==> src/rtl/param_updown_counter.sv <==
`default_nettype none
// ============================================================================
//  Module      : param_updown_counter
//  Description : Parametrised synchronous up/down modulo counter with wrap or
//                saturate mode, clamped parallel load, sticky boundary flag
//                and a combinational terminal count for cascading.
//  Revision    : 1.0 - initial release
// ============================================================================
module param_updown_counter #(
    parameter int WIDTH     = 4,
    parameter int MODULUS   = 16,
    parameter bit SATURATE  = 1'b0,
    parameter int RESET_VAL = 0
) (
    input  logic             clk,
    input  logic             rst,
    input  logic             en,
    input  logic             up,
    input  logic             load,
    input  logic [WIDTH-1:0] load_val,
    input  logic             clr_ovf,
    output logic [WIDTH-1:0] q,
    output logic             tc,
    output logic             wrap,
    output logic             ovf
);

    localparam logic [WIDTH-1:0] c_max     = WIDTH'(MODULUS - 1);
    localparam logic [WIDTH-1:0] c_zero    = '0;
    localparam logic [WIDTH-1:0] c_rst_val = WIDTH'(RESET_VAL);

    logic [WIDTH-1:0] r_q;
    logic             r_wrap;
    logic             r_ovf;

    logic             w_at_top;
    logic             w_at_bot;
    logic             w_at_bound;
    logic             w_event;
    logic [WIDTH-1:0] w_load_q;
    logic [WIDTH-1:0] w_step_q;

    assign w_at_top   = (r_q == c_max);
    assign w_at_bot   = (r_q == c_zero);
    assign w_at_bound = up ? w_at_top : w_at_bot;

    // tc ignores load so a cascade stage sees only its own count position
    assign tc      = en & w_at_bound;
    assign w_event = tc & ~load;

    generate
        if (MODULUS == 2**WIDTH) begin : g_no_clamp
            assign w_load_q = load_val;
        end else begin : g_clamp
            assign w_load_q = (load_val > c_max) ? c_max : load_val;
        end
    endgenerate

    always_comb begin
        w_step_q = r_q;
        if (w_event) begin
            // saturate mode keeps r_q, which already sits on the boundary
            if (!SATURATE) begin
                w_step_q = up ? c_zero : c_max;
            end
        end else if (up) begin
            w_step_q = r_q + WIDTH'(1);
        end else begin
            w_step_q = r_q - WIDTH'(1);
        end
    end

    always_ff @(posedge clk) begin
        if (rst) begin
            r_q    <= c_rst_val;
            r_wrap <= 1'b0;
            r_ovf  <= 1'b0;
        end else begin
            r_wrap <= w_event;
            if (w_event) begin
                r_ovf <= 1'b1;
            end else if (clr_ovf) begin
                r_ovf <= 1'b0;
            end
            if (load) begin
                r_q <= w_load_q;
            end else if (en) begin
                r_q <= w_step_q;
            end
        end
    end

    assign q    = r_q;
    assign wrap = r_wrap;
    assign ovf  = r_ovf;

endmodule
`default_nettype wire

==> config.mk <==
export PLATFORM = sky130hd
export DESIGN_NAME = param_updown_counter
export DESIGN_NICKNAME = d
export VERILOG_FILES = /design/src/rtl/param_updown_counter.sv
export SDC_FILE = /design/constraint.sdc
export NUM_CORES = 1
export LEC_CHECK = 0
export ABC_AREA = 1
export CORE_AREA = 8 8 45 47
export CTS_BUF_LIST = sky130_fd_sc_hd__clkbuf_8
export DETAILED_ROUTE_END_ITERATION = 7
export DIE_AREA = 0 0 53 55
export SYNTH_ARGS = -nofsm -noshare
export SYNTH_HDL_FRONTEND = slang
export SYNTH_SLANG_ARGS = --single-unit
==> constraint.sdc <==
create_clock -name clk -period 1.8 [get_ports clk]
set_clock_uncertainty 0.2 [all_clocks]
set_input_delay 0.36 -clock clk [delete_from_list [all_inputs] [get_ports clk]]
set_output_delay 0.36 -clock clk [all_outputs]
set_load 0.02 [all_outputs]
; ---- Word level (Yosys, flattened, before mapping)
; Cells that the tools add are included.
[word_totals]
out_inout_bits = 7
ff_bits = 6
word_cells = 20
in_bits = 10
[op_classes]
n_reduce_logical = 3
bitwise_logic = 3
n_eq_ne = 1
n_addsub = 2
mux = 8
[op_table]
columns = op, count
row1 = $mux W4, 5
row2 = $add A4 B1 Y4 const B, 1
row3 = $eq A4 B4 Y1 const B, 1
row4 = $logic_not A4 Y1, 1
row5 = $reduce_bool A2 Y1, 2
row6 = $sub A4 B1 Y4 const B, 1
row7 = $mux W1, 3
row8 = $and A1 B1 Y1, 2
row9 = $not A1 Y1, 1

; ---- Depth between registers and ports, before layout
; Gate-level depths: netlist of the first run.
[depth]
ltp_word = 7
ltp_mapped = 10
mapped_depth_nobuf = 10

; ---- Worst setup path before layout of the first run
; No wires, ideal clock.
[synth_path]
path_kind = register to register
start = reg r_q[2] (netlist: q[2])
end = reg r_q[3] (netlist: q[3])
period_less_slack_ps = 1612
path_slack_ps = 188
setup_ps = 117
arrival_time_ps = 1295
stages_incl_launch_ff = 10
n_path_buf = 0
required_ps = 1483
cell_sequence = dfxtp_1 -> ha_1 -> a21oi_1 -> nand2_1 -> nand2_1 -> nand2_1 -> nand3_1 -> nand2_1 -> nor2_1 -> nor2_1
[synth_between]
elab_chain_cells = 7
elab_cells_between_ends = 11
classes_between = add/sub (2) / eq/ne (1) / mux (5) / bitwise (2) / reduce/logical (1)
[synth_lines]
columns = item, line
row1 = start: declaration, 32  ; logic [WIDTH-1:0] r_q;
row2 = start signal: assignment, 75  ; r_q <= c_rst_val;
row3 = start signal: assignment, 86  ; r_q <= w_load_q;
row4 = start signal: assignment, 88  ; r_q <= w_step_q;
row5 = $eq A4 B4 Y1 / $logic_not A4 Y1 (equally long branches), "43, 44"
row6 = $mux W1, 45  ; assign w_at_bound = up ? w_at_top : w_at_bot;
row7 = $and A1 B1 Y1, 48  ; assign tc = en & w_at_bound;
row8 = $and A1 B1 Y1, 49  ; assign w_event = tc & ~load;
row9 = $mux W4 *, 61  ; if (w_event) begin
row10 = $mux W4 *, 87  ; end else if (en) begin
row11 = $mux W4 *, 85  ; if (load) begin
; Mark *: on every way between the ends. The rest lies on a longest branch, timed or not. The select of a mux whose other input is x is not followed.
; A chain may end at the register's enable or synchronous reset.

; ---- Worst setup path in the final report of the first run
[layout_path]
start = in up
end = reg r_q[2] (netlist: q[2])
[layout_between]
elab_chain_cells = 6
elab_cells_between_ends = 8
classes_between = mux (6) / bitwise (2)
[layout_lines]
columns = item, line
row1 = start: declaration, 18  ; input logic up,
row2 = $mux W1, 45
row3 = $and A1 B1 Y1, 48
row4 = $and A1 B1 Y1, 49
row5 = $mux W4 *, 61
row6 = $mux W4 *, 87
row7 = $mux W4 *, 85
; Marks and branches as above.

==> impl_metrics.csv, run 1 <==
group,metric,value,unit
status,outcome,"completed",
setup_path,reg2reg_from,"q[0]",
cts,clkTransAtPathRegs,40,ps
setup_path,cp_num_buf_inv,3,
synth,avgSynthCellArea,6.201,µm²
sta,worst_pin_slew,226.7,ps
setup_path,reg2reg_slack,210,ps
route,ant_nets,0,
power,p_per_area,729.3,nW/µm²
floorplan,row_count,14,
job,drv_cap,0,
setup_path,cpMostUsedCell,"nor2_1",
sta,rsz0062_at_grt,"no",
setup_path,path_cells,"dlygate4sd2_1 > inv_2 > buf_4 > fa_1 > xor2_1 > nand3_1 > nand2_1 > nor2_1 > nor2_1",
route,totalWireLength,1.097,mm
sta,slew_headroom,84.86,%
setup_path,cp_max_fo,4,
cts,cts.sinks,6,
setup_path,worst_ep_required_time,1710,ps
grt,grt_pass1_vias,472,
min_path,min_path_cells,2,
finish,area.growth.synth_to_final,69.44,%
grt,grt_usage,8.484,%
cts,numCtsBuffers,3,
route,wire_per_inst,9.883,µm
cts,clock-root-buffer,"clkbuf_8",
setup_path,max_stage_delay,430,ps
power,total_leakage_power,0.3912,nW
min_path,hp-start,"ovf",
route,via_per_inst,4.486,
cts,cts_buffer_depth,2,
floorplan,ios,17,
cts,cts_tree,"done",
setup_path,r2r_cells,7,
cts,clkLatencyLatePin,220,ps
grt,antenna_found_initial,0,
route,dr.pass1.iters,4,
floorplan,core-area,1384,µm²
setup_path,r2r-end,"q[2]",
power,ir_drop,0.5827,mV
synth,yosysWarnings,0,
synth,syn-num-nets,81,
setup_path,cp.arrival,1630,ps
synth,syn-instance-count,68,
sta,setup_ws,77.63,ps
sta,fmax,580.6,MHz
sta,fin_crit_sh,95.69,%
min_path,min_to,"ovf",
synth,synth-seq-cells,6,
setup_path,startpoint,"up",
sta,period_minus_slack,1722,ps
setup_path,critical_path_class,"input port to register",
setup_path,critical_path.top_delay_family,"buffers and inverters",
sta,hold_violations,0,
grt,grt_remaining_overflow,0,
placement,portBuffers,16,
floorplan,die_height,55,µm
route,drtIter0Drc,8,
placement,dpl.hpwl,883.9,µm
finish,layout-drive-gt1-share,20.00,%
placement,gp_congestion,0.8268,
synth,syn_area,421.7,µm²
route,via_count,498,
floorplan,start_util,30.47,%
grt,grt_max_degree,7,
synth,synth-seq-area-share,28.49,%
sta,setup_viol,0,
setup_path,slowest_stage,"fa_1",
placement,place_ws,-600.1,ps
min_path,hp-class,"register to register",
sta,setup_tns,0,ps
setup_path,cp-start-kind,"input port",
cts,htreeDepth,1,
power,finalPower,0.0005211,W
finish,num_antenna_cells,0,
synth,ys_types,15,
setup_path,endpoint_kind,"register",
floorplan,die_w,53,µm
sta,finalMaxSlewViolations,0,
finish,fillers,134,
finish,final_nets,110,
cts,cts_setup_buffers,0,
grt,grt_pass1_wl,1.794,mm
floorplan,dieArea,2915,µm²
route,drcViolationCount,0,
==> report_power, final <==
part / switching, W / internal, W / total [W]
Sequential: 0.00000755 / 0.000144 / 0.000152
Clock: 0.0000574 / 0.000144 / 0.000201
Combinational: 0.0000840 / 0.0000846 / 0.000169
==> metal layers <==
layer | vias up | routed length, µm | GRT usage (%)
li1 | 266 | - | -
met1 | 209 | 525 | 9.466
met2 | 19 | 445 | 12.30
met3 | 4 | 107 | 4.813
met4 | 0 | 18 | 5.172
met5 | - | 0 | 0
==> worst reg2reg max path: cells and delay by family, from the launching register on <==
kind | cells | cell delay, ps
adders and majority gates | 1 | 400
DFF | 1 | 320
and+or+nand+nor | 4 | 260
buffers and inverters | 1 | 160
xor gates and xnor gates | 1 | 150
==> metrics by stage <==
| stage | util [%] | area, µm² | hold slack, ps | std cells |
|---|---|---|---|---|
| detailed placement | 48.01 | 664.4 | 261.5 | 108 |
| global route | 51.63 | 714.4 | 319.6 | 111 |
| CTS | 51.45 | 711.9 | 275.2 | 111 |
| global placement | 48.01 | 664.4 | 255.0 | 108 |
| floorplan | - | 421.7 | 229.1 | 68 |
| finish | 51.63 | 714.4 | 269.6 | 111 |
==> logic make-up (layout without fill, tap and decap cells) <==
logic type	Yosys count	after routing	synth area share, %
xor gates and xnor gates	1	1	2.078
and+or+nand+nor	40	40	39.76
buffers and inverters	11	38	10.09
adders and majority gates	3	3	10.68
DFF	6	6	28.49
AOI/OAI and AO/OA	7	7	8.903
==> flip-flops by register name (all words and copies together), names as in the netlist <==
signal,count
q,4
ovf,1
wrap,1
==> how the worst max path moves through the flow <==
stage / to / cells past startpoint
6_report: q[2] / 9
5_1_grt: tc / 7
4_1_cts: q[2] / 1
3_5_place_dp: tc / 8
3_3_place_gp: tc / 8
2_1_floorplan: q[3] / 9
==> cells in the mapped netlist, drive strengths merged <==
| cell type | count | area share [%] |
|---|---|---|
| a21oi | 2 | 2.4 |
| clkbuf | 1 | 1.2 |
| dfxtp | 6 | 28 |
| fa | 1 | 4.7 |
| ha | 2 | 5.9 |
| inv | 10 | 8.9 |
| nand2 | 22 | 21 |
| nand3 | 6 | 7.1 |
| nand4 | 1 | 1.5 |
| nor2 | 11 | 9.8 |
| o21ai | 4 | 4.7 |
| o31ai | 1 | 1.8 |
| xor2 | 1 | 2.1 |
==> area by class of cell <==
cell class              instances  area (µm²)  share of cell area [%]
multi-input cells              51       275.3                   38.53
repair buffers                 25       220.2                   30.82
flip-flops and latches          6       120.1                   16.81
clock buffers                   3       41.29                   5.779
inverters                      10       37.54                   5.254
well taps                      16       20.02                   2.802
==> what timing repair did <==
action	in CTS	in global routing
setup endpoints to repair	7	1
endpoints found under the hold margin	0	0
gates resized for setup	10	1
hold buffers	0	0
==> layout by cell type (no fill, tap or decap), types with 4 or more instances in the layout <==
cell	instances
dlygate4sd2_1	4
buf_4	9
nand2_1	19
nor2_1	11
inv_1	9
dfxtp_1	6
nand3_1	6
clkdlybuf4s50_1	10
o21ai_0	4
(Power assumes the default switching activity.)
==> run 2, diff against run 1 <==
- clock period: 1.8 -> 2.1 ns (I/O delays scaled with it)
==> impl_metrics.csv, run 2 (synthesized netlist as in run 1, its figures left out) <==
group,metric,value,unit
power,total_leakage_power,0.3598,nW
cts,cts_resized,6,
cts,cts_tree,"done",
setup_path,cp.arrival,1320,ps
finish,layout-drive-gt1-share,17.39,%
sta,hold_violations,0,
cts,numCtsBuffers,3,
setup_path,endpoint_kind,"output pin",
route,wire_per_inst,9.954,µm
setup_path,cp_num_buf_inv,2,
sta,rsz0062_at_grt,"no",
finish,largest_register_ff_count,4,
grt,grt_pass1_wl,1.704,mm
setup_path,max_stage_delay,590,ps
sta,slew_headroom,84.28,%
setup_path,cp-start-kind,"register",
floorplan,core-area,1384,µm²
sta,period_minus_slack,1940,ps
route,drcViolationCount,0,
finish,final_nets,107,
route,via_per_inst,4.417,
sta,fin_crit_sh,92.40,%
finish,final_common_cell,"nand2_1",
route,via_count,477,
cts,cts_buffer_depth,2,
placement,portBuffers,16,
min_path,hp-class,"register to register",
cts,htreeDepth,1,
finish,area.growth.synth_to_final,65.88,%
cts,cts_setup_buffers,0,
grt,antenna_found_initial,0,
floorplan,die_height,55,µm
route,totalWireLength,1.075,mm
placement,gp_congestion,0.7944,
power,p_per_area,633.1,nW/µm²
setup_path,path_cells,"buf_4 > clkdlybuf4s50_1",
floorplan,row_count,14,
grt,grt_pass1_vias,444,
setup_path,worst_ep_required_time,1480,ps
floorplan,die_w,53,µm
status,outcome,"completed",
floorplan,dieArea,2915,µm²
finish,num_antenna_cells,0,
grt,grt_remaining_overflow,0,
finish,final_area,699.4,µm²
finish,final_core_util,50.54,%
cts,cts-hold-fix-buffers,0,
job,drv_cap,0,
finish,most-common-layout-cells,"nand2_1, clkdlybuf4s50_1, nor2_1",
setup_path,critical_path.top_delay_family,"buffers and inverters",
power,ir_drop,0.6874,mV
setup_path,cp_max_fo,4,
sta,finalMaxSlewViolations,0,
setup_path,critical_path_class,"register to output pin",
floorplan,ios,17,
cts,cts.sinks,6,
placement,placed_cell_area,641.9,µm²
cts,clock-root-buffer,"clkbuf_8",
grt,grt_usage,8.046,%
sta,fmax,515.4,MHz
floorplan,start_util,30.47,%
sta,hold_slack,261.0,ps
setup_path,slowest_stage,"clkdlybuf4s50_1",
cts,clkLatencyLatePin,220,ps
placement,dpl.hpwl,862.7,µm
route,ant_nets,0,
sta,worst_pin_slew,235.1,ps
grt,grt_max_degree,9,
sta,setup_viol,0,
cts,clkTransAtPathRegs,30,ps
route,drtIter0Drc,6,
route,dr.pass1.iters,2,
power,finalPower,0.0004428,W
-- run 2: through the flow --
| step | setup slack, ps | setup TNS [ps] | std cells |
|---|---|---|---|
| after CTS | 18.61 | 0 | 108 |
| after detailed placement | -419.3 | -992.7 | 105 |
| after global routing | 92.43 | 0 | 108 |
| final | 159.6 | 0 | 108 |
| after floorplan | 475.3 | 0 | 68 |
| after global placement | -419.5 | -992.8 | 105 |
-- run 2: layer usage --
| metal | vias up | global-route usage (%) | part of all wire, % |
|---|---|---|---|
| li1 | 260 | - | - |
| met1 | 199 | 8.550 | 47 |
| met2 | 18 | 12.70 | 43 |
| met3 | 0 | 6.150 | 10 |
| met4 | 0 | 1.293 | 0 |
| met5 | - | 0 | 0 |
-- run 2: final cells by class --
type                            count  area [µm²]
Fill cell                         148       684.4
Multi-Input combinational cell     51       275.3
Timing Repair Buffer               22       205.2
Sequential cell                     6       120.1
Clock buffer                        3       41.29
Inverter                           10       37.54
Tap cell                           16       20.02
-- run 2: path summary, 6_finish.rpt --
| check | from | endpoint | slack, ps | depth (start not counted) |
|---|---|---|---|---|
| setup / recovery | q[1] | q[1] | 160 | 2 |
| hold / removal | ovf | ovf | 260 | 2 |
| setup reg to reg | q[0] | q[2] | 510 | 7 |
| hold reg to reg | ovf | ovf | 260 | 2 |
-- run 2: worst reg2reg max path: cells and delay by family (launching register included) --
kind                     cells  cell delay, ps
AND/OR/NAND/NOR              4             280
buffers and inverters        1             150
adder cells (fa/ha/maj)      1             390
flip-flops                   1             310
XOR/XNOR                     1             150
-- run 2: power breakdown --
part / switching (W) / internal, W
combinational: 0.0000689 / 0.0000722
clock: 0.0000456 / 0.000123
sequential: 0.00000991 / 0.000123
total: 0.000124 / 0.000318
==> run 3, diff against run 2 <==
- MAX_ROUTING_LAYER: default -> met4
==> impl_metrics.csv, run 3 (synthesized netlist as in run 1, its figures left out) <==
group,metric,value,unit
status,outcome,"completed",
sta,period_minus_slack,1940,ps
grt,grt_usage,8.291,%
route,ant_nets,0,
placement,portBuffers,16,
grt,grt_max_degree,9,
finish,final_common_cell,"nand2_1",
setup_path,max_stage_delay,590,ps
finish,area.growth.synth_to_final,65.88,%
route,totalWireLength,1.078,mm
route,via_per_inst,4.407,
route,dr.pass1.iters,4,
placement,place_ws,-419.3,ps
cts,cts_setup_buffers,0,
grt,grt_remaining_overflow,0,
setup_path,slowest_stage,"clkdlybuf4s50_1",
grt,antenna_found_initial,0,
sta,slew_headroom,83.68,%
setup_path,cp-start-kind,"register",
placement,gp_congestion,0.8056,
floorplan,ios,17,
placement,placed_cell_area,641.9,µm²
sta,hold_violations,0,
sta,finalMaxSlewViolations,0,
cts,clkLatencyLatePin,220,ps
sta,setup_viol,0,
power,total_leakage_power,0.3598,nW
route,wire_per_inst,9.981,µm
cts,cts.sinks,6,
setup_path,cp_max_fo,4,
sta,rsz0062_at_grt,"no",
setup_path,r2r_cells,7,
sta,setup_ws,160.1,ps
finish,most-common-layout-cells,"nand2_1, clkdlybuf4s50_1, nor2_1",
setup_path,path_cells,"buf_4 > clkdlybuf4s50_1",
setup_path,critical_path.top_delay_family,"buffers and inverters",
floorplan,die_height,55,µm
route,via_count,476,
placement,dpl.hpwl,862.7,µm
floorplan,core-area,1384,µm²
grt,grt_pass1_wl,1.704,mm
finish,final_core_util,50.54,%
cts,cts_buffer_depth,2,
sta,worst_pin_slew,244.1,ps
grt,grt_pass1_vias,445,
floorplan,dieArea,2915,µm²
finish,final_area,699.4,µm²
cts,clock-root-buffer,"clkbuf_8",
sta,fmax,515.5,MHz
finish,largest_register_ff_count,4,
floorplan,die_w,53,µm
min_path,hp-class,"register to register",
setup_path,path_depth,2,
cts,htreeDepth,1,
job,drv_cap,0,
power,ir_drop,0.6861,mV
setup_path,worst_ep_required_time,1480,ps
cts,cts_tree,"done",
finish,layout-drive-gt1-share,17.39,%
sta,fin_crit_sh,92.37,%
setup_path,cp.arrival,1320,ps
finish,final_nets,107,
floorplan,start_util,30.47,%
min_path,min_path_cells,2,
cts,numCtsBuffers,3,
setup_path,critical_path_class,"register to output pin",
finish,fillers,148,
cts,cts_resized,6,
power,p_per_area,632.9,nW/µm²
finish,num_antenna_cells,0,
cts,cts-hold-fix-buffers,0,
setup_path,cp_num_buf_inv,2,
floorplan,row_count,14,
cts,clkTransAtPathRegs,30,ps
setup_path,endpoint_kind,"output pin",
route,drtIter0Drc,7,
route,drcViolationCount,0,
run 3: cell counts in the layout (fill, tap and decap cells not counted):
Identical to the previous run, type by type.
run 3: metal layers:
metal	GRT usage, %	wire, µm	vias up
met5	-	0	-
met1	9.160	535	199
met4	1.293	0	0
met2	12.70	457	17
li1	-	-	260
met3	5.080	84	0
run 3: worst min-delay path, stage by stage, from the launching register on:
cell,delay [ps]
dfxtp_1,300
inv_1,40
o31ai_1,60
run 3: layout make-up:
| cell class | instances | area [µm²] | area share (%) |
|---|---|---|---|
| clock buffer | 3 | 41.29 | 5.903 |
| inverter | 10 | 37.54 | 5.367 |
| multi-input combinational | 51 | 275.3 | 39.36 |
| sequential | 6 | 120.1 | 17.17 |
| tap | 16 | 20.02 | 2.862 |
| timing repair buffer | 22 | 205.2 | 29.34 |
run 3: through the flow:
step,TNS [ps],power (W),hold WS [ps],cells
final,0,0.0004427,261.9,108
after global routing,0,0.0004715,299.0,108
after CTS,0,0.0004505,263.8,108
after detailed placement,-992.7,0.0002705,253.8,105
after global placement,-992.8,0.0002693,254.4,105
after floorplan,0,0.0002057,289.1,68
run 3: final timing paths:
check                           startpoint    to  slack, ps
worst min-delay path                   ovf   ovf        260
worst min register to register         ovf   ovf        260
worst max register to register        q[0]  q[2]        500
worst max-delay path                  q[1]  q[1]        160
run 3: where the power goes:
group	internal [W]	leakage [nW]	switching, W
Clock	0.000123	0.0216	0.0000454
Combinational	0.0000722	0.289	0.0000690
Sequential	0.000123	0.0494	0.00000989
Total	0.000318	0.360	0.000124
